`config.mk`:
```
export PLATFORM = sky130hd
export DESIGN_NAME = bitarr_write_arbiter
export DESIGN_NICKNAME = d
export VERILOG_FILES = /design/src/rtl/bitarr_pkg.sv /design/src/rtl/rr_arbiter.sv /design/src/rtl/bitarr_write_arbiter.sv
export SDC_FILE = /design/constraint.sdc
export NUM_CORES = 1
export LEC_CHECK = 0
export BUFFER_PORTS_ARGS = -buffer_cell sky130_fd_sc_hd__buf_2
export CAP_MARGIN = 20
export CELL_PAD_IN_SITES_DETAIL_PLACEMENT = 1
export CELL_PAD_IN_SITES_GLOBAL_PLACEMENT = 1
export CORE_MARGIN = 2
export CORE_UTILIZATION = 41
export DETAILED_ROUTE_END_ITERATION = 10
export PLACE_DENSITY = 0.93
export RECOVER_POWER = 50
export SLEW_MARGIN = 30
export SYNTH_ARGS = -nofsm -noshare
export SYNTH_HDL_FRONTEND = slang
export SYNTH_HIERARCHICAL = 1
export SYNTH_SLANG_ARGS = --single-unit
```
`constraint.sdc`:
```
create_clock -name clk -period 5 [get_ports clk]
set_input_delay 1 -clock clk [delete_from_list [all_inputs] [get_ports clk]]
set_output_delay 1 -clock clk [all_outputs]
set_load 0.02 [all_outputs]
```
`src/rtl/bitarr_pkg.sv`:
```
// Shared constants and types for the bit-array write arbiter and its
// round-robin scheduler.
package bitarr_pkg;

  localparam int N_ENTRIES = 12;
  localparam int N_REQ     = 4;
  localparam int IDX_W     = 4;
  localparam int ID_W      = $clog2(N_REQ);

  typedef logic [IDX_W-1:0] idx_t;
  typedef logic [ID_W-1:0]  id_t;

endpackage

```
`src/rtl/rr_arbiter.sv`:
```
// Purely combinational round-robin arbiter: the first valid requester at or
// after ptr (mod N_REQ) wins; nothing is granted while en is low.
module rr_arbiter #(
  parameter int N_REQ = bitarr_pkg::N_REQ,
  parameter int ID_W  = $clog2(N_REQ)
) (
  input  logic [N_REQ-1:0] valid,
  input  logic [ID_W-1:0]  ptr,
  input  logic             en,
  output logic [N_REQ-1:0] grant,
  output logic [ID_W-1:0]  id
);

  always_comb begin
    int   j;
    logic found;
    // NOTE: every output gets a default before the loop so no path leaves
    // it unassigned, which would otherwise infer a latch.
    grant = '0;
    id    = '0;
    found = 1'b0;
    j     = 0;
    if (en) begin
      for (int k = 0; k < N_REQ; k++) begin
        // ptr is always < N_REQ, so this stays in range for any N_REQ.
        j = (int'(ptr) + k) % N_REQ;
        if (!found && valid[j]) begin
          found    = 1'b1;
          grant[j] = 1'b1;
          id       = ID_W'(j);
        end
      end
    end
  end

endmodule

```
`src/rtl/bitarr_write_arbiter.sv`:
```
// Shared single-bit register array with one round-robin scheduled write per
// cycle; the accepted write becomes visible on arr_out one clock later.
module bitarr_write_arbiter
  import bitarr_pkg::*;
#(
  parameter int N_ENTRIES = bitarr_pkg::N_ENTRIES,
  parameter int N_REQ     = bitarr_pkg::N_REQ,
  parameter int IDX_W     = bitarr_pkg::IDX_W
) (
  input  logic                     clk,
  input  logic                     rst,
  input  logic [N_REQ-1:0]         req_valid,
  input  logic [N_REQ*IDX_W-1:0]   req_idx,
  input  logic [N_REQ-1:0]         req_data,
  output logic [N_REQ-1:0]         req_ready,
  input  logic                     clr,
  output logic [N_ENTRIES-1:0]     arr_out,
  output logic                     wr_valid,
  output logic [$clog2(N_REQ)-1:0] wr_id,
  output logic                     err
);

  localparam int ID_W = $clog2(N_REQ);

  logic [ID_W-1:0]      ptr;
  logic [ID_W-1:0]      gnt_id;
  logic [N_REQ-1:0]     grant;
  logic [IDX_W-1:0]     sel_idx;
  logic                 sel_data;
  logic                 xfer;
  logic                 oob;
  logic [N_ENTRIES-1:0] arr_q;

  rr_arbiter #(
    .N_REQ (N_REQ),
    .ID_W  (ID_W)
  ) u_rr_arbiter (
    .valid (req_valid),
    .ptr   (ptr),
    .en    (!rst && !clr),
    .grant (grant),
    .id    (gnt_id)
  );

  assign req_ready = grant;
  assign xfer      = |grant;
  assign sel_idx   = req_idx[int'(gnt_id)*IDX_W +: IDX_W];
  assign sel_data  = req_data[gnt_id];
  assign oob       = 32'(sel_idx) >= N_ENTRIES;

  // Entry k is presented MSB-first: entry 0 lands on the top bit.
  always_comb begin
    arr_out = '0;
    for (int k = 0; k < N_ENTRIES; k++) begin
      arr_out[N_ENTRIES-1-k] = arr_q[k];
    end
  end

  // NOTE: state is updated with non-blocking assignments so every register
  // samples pre-edge values regardless of statement order.
  always_ff @(posedge clk or posedge rst) begin
    if (rst) begin
      arr_q    <= '0;
      ptr      <= '0;
      wr_valid <= 1'b0;
      wr_id    <= '0;
      err      <= 1'b0;
    end else if (clr) begin
      arr_q    <= '0;
      wr_valid <= 1'b0;
      err      <= 1'b0;
    end else begin
      wr_valid <= xfer;
      err      <= xfer && oob;
      if (xfer) begin
        wr_id <= gnt_id;
        ptr   <= (gnt_id == ID_W'(N_REQ-1)) ? '0 : gnt_id + 1'b1;
      end
      for (int k = 0; k < N_ENTRIES; k++) begin
        if (xfer && !oob && sel_idx == IDX_W'(k)) begin
          arr_q[k] <= sel_data;
        end
      end
    end
  end

endmodule

```
==> metrics.txt, run 1 <==
outcome=finished, final reports clean; Inserted Clock Buffers=3; number of global-route vias before repair=between 1500 and 2000; Tmin final=4.27 ns; main combinational cell family by area after synthesis=multiplexers; post-synth top area share=0.250; Syn-to-layout area delta=14.5%; warnings from Yosys=6; Max-slew headroom=0.459; initial antenna violation count=0; CTS tree=built; drt wl/cell=19.3 um; Die Width=~70 um; area of the multi-input gates=1250 sq um; WP data arrival=4.44 ns; post-synthesis cell type count=43; Post-CTS Setup Bufs=0; Reg area=450 sq um; Adder-Cell Fraction of Synth Area=0.0625; Die H=around 70 um; root buf cell=clkbuf_8; Post-synth EDFFs=0; Gate Count Post-Synth=about 180; Reg clk slew, reported paths=0.07 ns; Critical Path Start Type=flip-flop; Clock Skew=0.00508 ns; Mean Syn Cell Area=10.2 sq um; Peak VDD IR=between 0.2 and 0.25 mV; area leader, netlist=dfrtp_1; hold crit path type=flip-flop to flip-flop; Synth Area in Compound Gates=0.177; post-synthesis mux area share=0.239; Non-Filler Instances=266; list of most frequent post-synthesis cells=mux2i_1, dfrtp_1, nand2b_1; CTS H-Tree Depth=1; DRT Wirelength=5.15 mm; Layout Nets=252; fin util=0.480; first-pass GRT wire length=8.45 mm; filler cell count=493; sequential area share after synthesis=0.250; starting DRC count in detailed routing=between 80 and 90; Die Footprint=4940 sq um; Crit Path Max Fanout=25; Starting Density=0.419; Placed Cells=approximately 260; PostCTS Resize Cnt=0; r2r setup slk=0.73 ns; Via-to-Cell Ratio=approximately 6.0; CP endpoint kind=flip-flop; total I/O pin count=47; Fin Setup TNS=0 ns; flops & latches, synth=18; count leader, synth=mux2i_1; final hold vios=0; PD cells=444 nW/um^2; LEAKAGE=~0.00091 uW; period utilization=0.853; mapped cell area=1800 sq um; Setup-failing EPs final=0; worst slack, placed=0.774 ns; DRC viols=0; Final HPWL DP=3.97 mm; Clock Sink Count=18; data required time at the worst endpoint=5.17 ns; Mapped Nets=212; achievable frequency=between 200 and 250 MHz; Max-Cap Viols=0; grt ovf=0; Clock Latency Late Sink=0.26 ns; I/O Buffers=46; hold_buf cts=0; n_diodes=0; Placer Congestion=between 0.8 and 0.9; final setup margin=around 0.73 ns; clk buf depth=2; fin. max-slew vios=0; RSZ-0062 raised after global routing=false; share of cells above drive strength 1=0.327; Least-Margin Pin Slew=about 0.81 ns; vias=roughly 1600; xor/xnor share of the synthesized area=0; number of core rows=24; post-route ant nets=0; ranking of synthesized cells by area=dfrtp_1, mux2i_1, ha_1, nand2b_1, mux4_2; Synth Area in Simple Gates=0.208; kind of critical path=flip-flop to flip-flop; dominant synthesized flop cell=dfrtp_1; Core ar.=4290 sq um; Overall Global Routing Usage=0.212; Async S/R FF share, synth=1.00; Detailed Routing Iterations Pass 1=4; pin count of the biggest net entering global routing=26; Hold WS=0.520 ns
-- power by group --
group / internal (uW) / switching [uW]
combinational: 253 / 337
sequential: 167 / 54.6
clock: 53.8 / 50.2
-- logic make-up after synthesis --
family / count (synthesis)
AOI/OAI and AO/OA: 44
adders and majority gates: 9
buffers and inverters: 18
DFF: 18
muxes: 36
and+or+nand+nor: 51
-- flip-flops by register name, indices dropped and copies added, names as in the netlist --
register  count
arr_q        12
err           1
ptr           2
wr_id         2
wr_valid      1
-- placed cells by master (no fill, tap or decap), types with 4 or more instances in the layout --
cell      count
mux2i_1      22
a31o_1        4
dfrtp_1      18
o21ai_1      11
o21ai_0       8
a221oi_1      4
o22ai_1       8
mux2_2        7
clkbuf_1     11
nand2_1      10
ha_1          9
nand2b_1     17
mux4_2        4
buf_2        35
-- layer usage --
metal,vias up,global-route usage,part of all wire
li1,739,-,-
met1,797,0.259,0.40
met2,47,0.389,0.54
met3,13,0.0231,0.032
met4,0,0.0620,0.026
met5,-,0,0
-- cell type report --
class | instances | area share
Inverter | 4 | 0.00728
Sequential cell | 18 | 0.218
Multi-Input combinational cell | 140 | 0.607
Clock buffer | 3 | 0.0200
Tap cell | 52 | 0.0316
Timing Repair Buffer | 49 | 0.116
-- through the flow --
stage,cell area (sq um),power [uW]
after global placement,2030,784
final,2060,916
after CTS,2080,913
after floorplan,1800,680
after detailed placement,2030,810
after global routing,2060,973
-- final timing paths --
path / from / end / cells past startpoint
max in group asynchronous: rst / arr_q[1] / 2
min in group asynchronous: rst / err / 2
max: ptr[0] / arr_q[5] / 11
max reg2reg: ptr[0] / arr_q[5] / 11
min reg2reg: wr_id[1] / wr_id[1] / 1
min: wr_id[1] / wr_id[1] / 1
-- worst max-delay path, stage by stage, from the launching register on --
cell and delay (ns):
dfrtp_1 0.87, inv_1 0.27, ha_1 0.52, inv_2 0.18, mux2i_1 0.44, nor3_1 0.11
o32ai_2 0.25, buf_4 0.26, mux2i_1 0.36, and4bb_2 0.32, o21ai_0 0.32, mux2i_1 0.26
No activity file was read; power rests on OpenSTA's default activity.
==> run 2: changes to the inputs <==
--- a/config.mk
+++ b/config.mk
@@ -10,12 +10,11 @@
 export CELL_PAD_IN_SITES_DETAIL_PLACEMENT = 1
 export CELL_PAD_IN_SITES_GLOBAL_PLACEMENT = 1
 export CORE_MARGIN = 2
-export CORE_UTILIZATION = 41
+export CORE_UTILIZATION = 38
 export DETAILED_ROUTE_END_ITERATION = 10
-export PLACE_DENSITY = 0.93
+export PLACE_DENSITY = 0.91
 export RECOVER_POWER = 50
 export SLEW_MARGIN = 30
 export SYNTH_ARGS = -nofsm -noshare
 export SYNTH_HDL_FRONTEND = slang
-export SYNTH_HIERARCHICAL = 1
 export SYNTH_SLANG_ARGS = --single-unit
==> run 2 against run 1 <==
Net effect:
- via count decreased by 4.5%
- synthesized cell count increased by 0.57%
- highest routed layer unchanged
- utilization decreased by 1.3 points
- register-to-register slack improved by 0.22 ns
- sequential power increased by 4%
- sequential share of layout area increased by 2.1 points
==> metrics.txt, run 2 <==
FF-to-FF path depth=8 (was 11); DRT Wirelength=4.82 mm (was 5.15 mm); Async S/R FF share, synth=1.00 (unchanged); flops & latches, synth=18 (unchanged); Detailed Routing Iterations Pass 1=4 (unchanged); CTS tree=built (unchanged); Peak VDD IR=0.210 mV (was 0.208 mV); Crit Path Max Fanout=19 (was 25); vias=1524 (was 1596); kind of critical path=flip-flop to output pin (was flip-flop to flip-flop); first-pass GRT wire length=7.57 mm (was 8.45 mm); fin util=0.467 (was 0.480); Syn-to-layout area delta=17.5% (was 14.5%); Overall Global Routing Usage=0.215 (was 0.212); Mapped Nets=212 (unchanged); Reg clk slew, reported paths=0.08 ns (was 0.07 ns); Setup-failing EPs final=0 (unchanged); warnings from Yosys=0 (was 6); delay-heaviest family, CP=compound AO/OA/AOI/OAI gates (was multiplexers); PostCTS Resize Cnt=0 (unchanged); Fin Setup TNS=0 ns (unchanged); mapped cell area=1600 sq um (was 1800 sq um); final hold vios=0 (unchanged); hold_sp=wr_id[1] (unchanged); Top Registers=arr_q: 12 flops, ptr: 2 flops, wr_id: 2 flops (unchanged); Clock Sink Count=18 (unchanged); ranking of synthesized cells by area=dfrtp_1, mux2i_1, mux4_2, ha_1, nand2b_1 (was dfrtp_1, mux2i_1, ha_1, nand2b_1, mux4_2); Max-slew headroom=0.509 (was 0.459); grt ovf=0 (unchanged); Via-to-Cell Ratio=5.73 (was 6.00); post-synth top area share=0.281 (was 0.250); number of global-route vias before repair=1540 (was 1665); r2r setup slk=0.95 ns (was 0.73 ns); PD cells=469 nW/um^2 (was 444 nW/um^2); Layout Nets=252 (unchanged); slowest CP cell=dfrtp_1 (unchanged); Max-Cap Viols=0 (unchanged); Core ar.=4030 sq um (was 4290 sq um); Starting Density=0.398 (was 0.419); clk buf depth=2 (unchanged); Die H=68.9 um (was 70.3 um); Switching Share=0.491 (was 0.483); RSZ-0062 raised after global routing=false (unchanged); number of core rows=23 (was 24); Tmin final=4.06 ns (was 4.27 ns); filler cell count=499 (was 493); Hold EP=wr_id[1] (unchanged); DRC viols=0 (unchanged); Reg area=450 sq um (unchanged); post-synthesis cell type count=40 (was 43); post-route ant nets=0 (unchanged); list of most frequent post-synthesis cells=dfrtp_1, nand2b_1, mux2i_1 (was mux2i_1, dfrtp_1, nand2b_1); commonest cells after routing, fill and taps aside=buf_2, dfrtp_1, nand2b_1 (was buf_2, mux2i_1, dfrtp_1); clock power share=0.140 (was 0.114); Non-Filler Instances=266 (unchanged); Post-CTS Setup Bufs=0 (unchanged); total I/O pin count=47 (unchanged); reg-to-reg endpoint=arr_q[4] (was arr_q[5]); Inserted Clock Buffers=3 (unchanged); Placed Cells=262 (was 263); data required time at the worst endpoint=4.00 ns (was 5.17 ns); Clock Latency Late Sink=0.26 ns (about the same); Mean Syn Cell Area=9.06 sq um (was 10.2 sq um); Clock Skew=0.00498 ns (was 0.00508 ns); initial antenna violation count=0 (unchanged); Gate Count Post-Synth=177 (was 176); LEAKAGE=0.000900 uW (was 0.000914 uW); CP Cell Sequence=inv_1, ha_1, and4b_1, o21ai_1, a21boi_0, o221ai_1, inv_1, buf_2 (was inv_1, ha_1, inv_2, mux2i_1, nor3_1, o32ai_2, buf_4, mux2i_1, and4bb_2, o21ai_0, mux2i_1); hold crit path type=flip-flop to flip-flop (unchanged); count leader, synth=dfrtp_1 (was mux2i_1); Least-Margin Pin Slew=0.736 ns (was 0.812 ns); most flop-heavy register=arr_q (unchanged); Largest register FFs=12 (unchanged); WP buf/inv=3 (unchanged); Top cell by count, worst path=inv_1 (was mux2i_1); Sequential Power Share=0.260 (was 0.242); drt wl/cell=18.1 um (was 19.3 um); Hold WS=0.482 ns (was 0.520 ns); fin. max-slew vios=0 (unchanged); CP endpoint kind=output pin (was flip-flop); dominant synthesized flop cell=dfrtp_1 (unchanged); hold_buf cts=0 (unchanged); Comb pwr share=0.601 (was 0.645); I/O Buffers=46 (unchanged); area of the multi-input gates=1040 sq um (was 1250 sq um); n_diodes=0 (unchanged); hold path cells=2 (was 1); achievable frequency=246 MHz (was 234 MHz); WP data arrival=3.06 ns (was 4.44 ns); root buf cell=clkbuf_8 (unchanged); starting DRC count in detailed routing=104 (was 87); Reg2Reg Launch Point=ptr[0] (unchanged); Placer Congestion=0.840 (was 0.817); Critical Path Start Type=flip-flop (unchanged); Die Footprint=4750 sq um (was 4940 sq um); CP max stage delay=0.81 ns (was 0.87 ns); pin count of the biggest net entering global routing=20 (was 26); share of cells above drive strength 1=0.227 (was 0.327); most common cell after layout, fill and taps aside=buf_2 (unchanged); period utilization=0.812 (was 0.853); CTS H-Tree Depth=1 (unchanged); internal power=450 uW (was 474 uW); Post-synth EDFFs=0 (unchanged); outcome=finished, final reports clean (unchanged); Die Width=68.9 um (was 70.3 um); Final HPWL DP=3.49 mm (was 3.97 mm); area leader, netlist=dfrtp_1 (unchanged); sequential area share after synthesis=0.281 (was 0.250); sw power=434 uW (was 442 uW)
run 2: worst register-to-register path: stages (launching register included):
cell      delay [ns]
dfrtp_1         0.81
inv_1           0.25
ha_1            0.49
mux4_2          0.43
a211oi_1        0.30
a21o_1          0.44
mux4_2          0.71
nor3b_1         0.33
mux2i_1         0.21
run 2: cell families (layout without fill, tap and decap cells):
kind of cell / Yosys count / count (layout) / share of synthesized area
compound gates: 39 / 39 / 0.161
xor+xnor: 1 / 1 / 0.00547
fa+ha+maj: 8 / 8 / 0.0625
buf+inv: 26 / 65 / 0.0710
flops: 18 / 18 / 0.281
mux: 21 / 21 / 0.178
simple gates: 64 / 64 / 0.241
run 2: worst max path at each step:
stage                 start           end  slack [ns]  cells after the start
2_1_floorplan  req_valid[2]      arr_q[2]        1.61                      9
3_3_place_gp         ptr[0]      arr_q[7]        1.18                      8
3_5_place_dp         ptr[0]      arr_q[5]        1.01                      8
4_1_cts              ptr[0]      arr_q[4]        0.99                      8
5_1_grt              ptr[0]      arr_q[2]        0.61                      9
6_report             ptr[0]  req_ready[2]        0.94                      8
run 2: final cells by class:
cell class                      instances  share of cell area
Tap cell                               50              0.0332
Multi-Input combinational cell        133               0.551
Timing Repair Buffer                   47               0.119
Inverter                               14              0.0279
Clock buffer                            4              0.0292
Sequential cell                        18               0.239
run 2: power by group through the flow:
stage	Clock [uW]	Combinational [uW]	Sequential, uW
floorplan	0	389	227
global placement	0	495	228
detailed placement	0	519	231
CTS	124	534	228
global route	133	586	238
finish	123	531	229
run 2: stage by stage:
| step | area [sq um] | power (uW) | worst slack (ns) |
|---|---|---|---|
| final | 1880 | 884 | 0.940 |
| after global routing | 1880 | 956 | 0.609 |
| after CTS | 1900 | 886 | 0.986 |
| after detailed placement | 1840 | 749 | 1.01 |
| after global placement | 1840 | 724 | 1.18 |
| after floorplan | 1600 | 617 | 1.61 |
run 2: per-layer routing:
metal / wire (um) / part of all wire / track usage
met1: 2150 / 0.45 / 0.307
met2: 2320 / 0.48 / 0.333
met3: 285 / 0.059 / 0.0406
met4: 58 / 0.012 / 0.0564
met5: 0 / 0 / 0
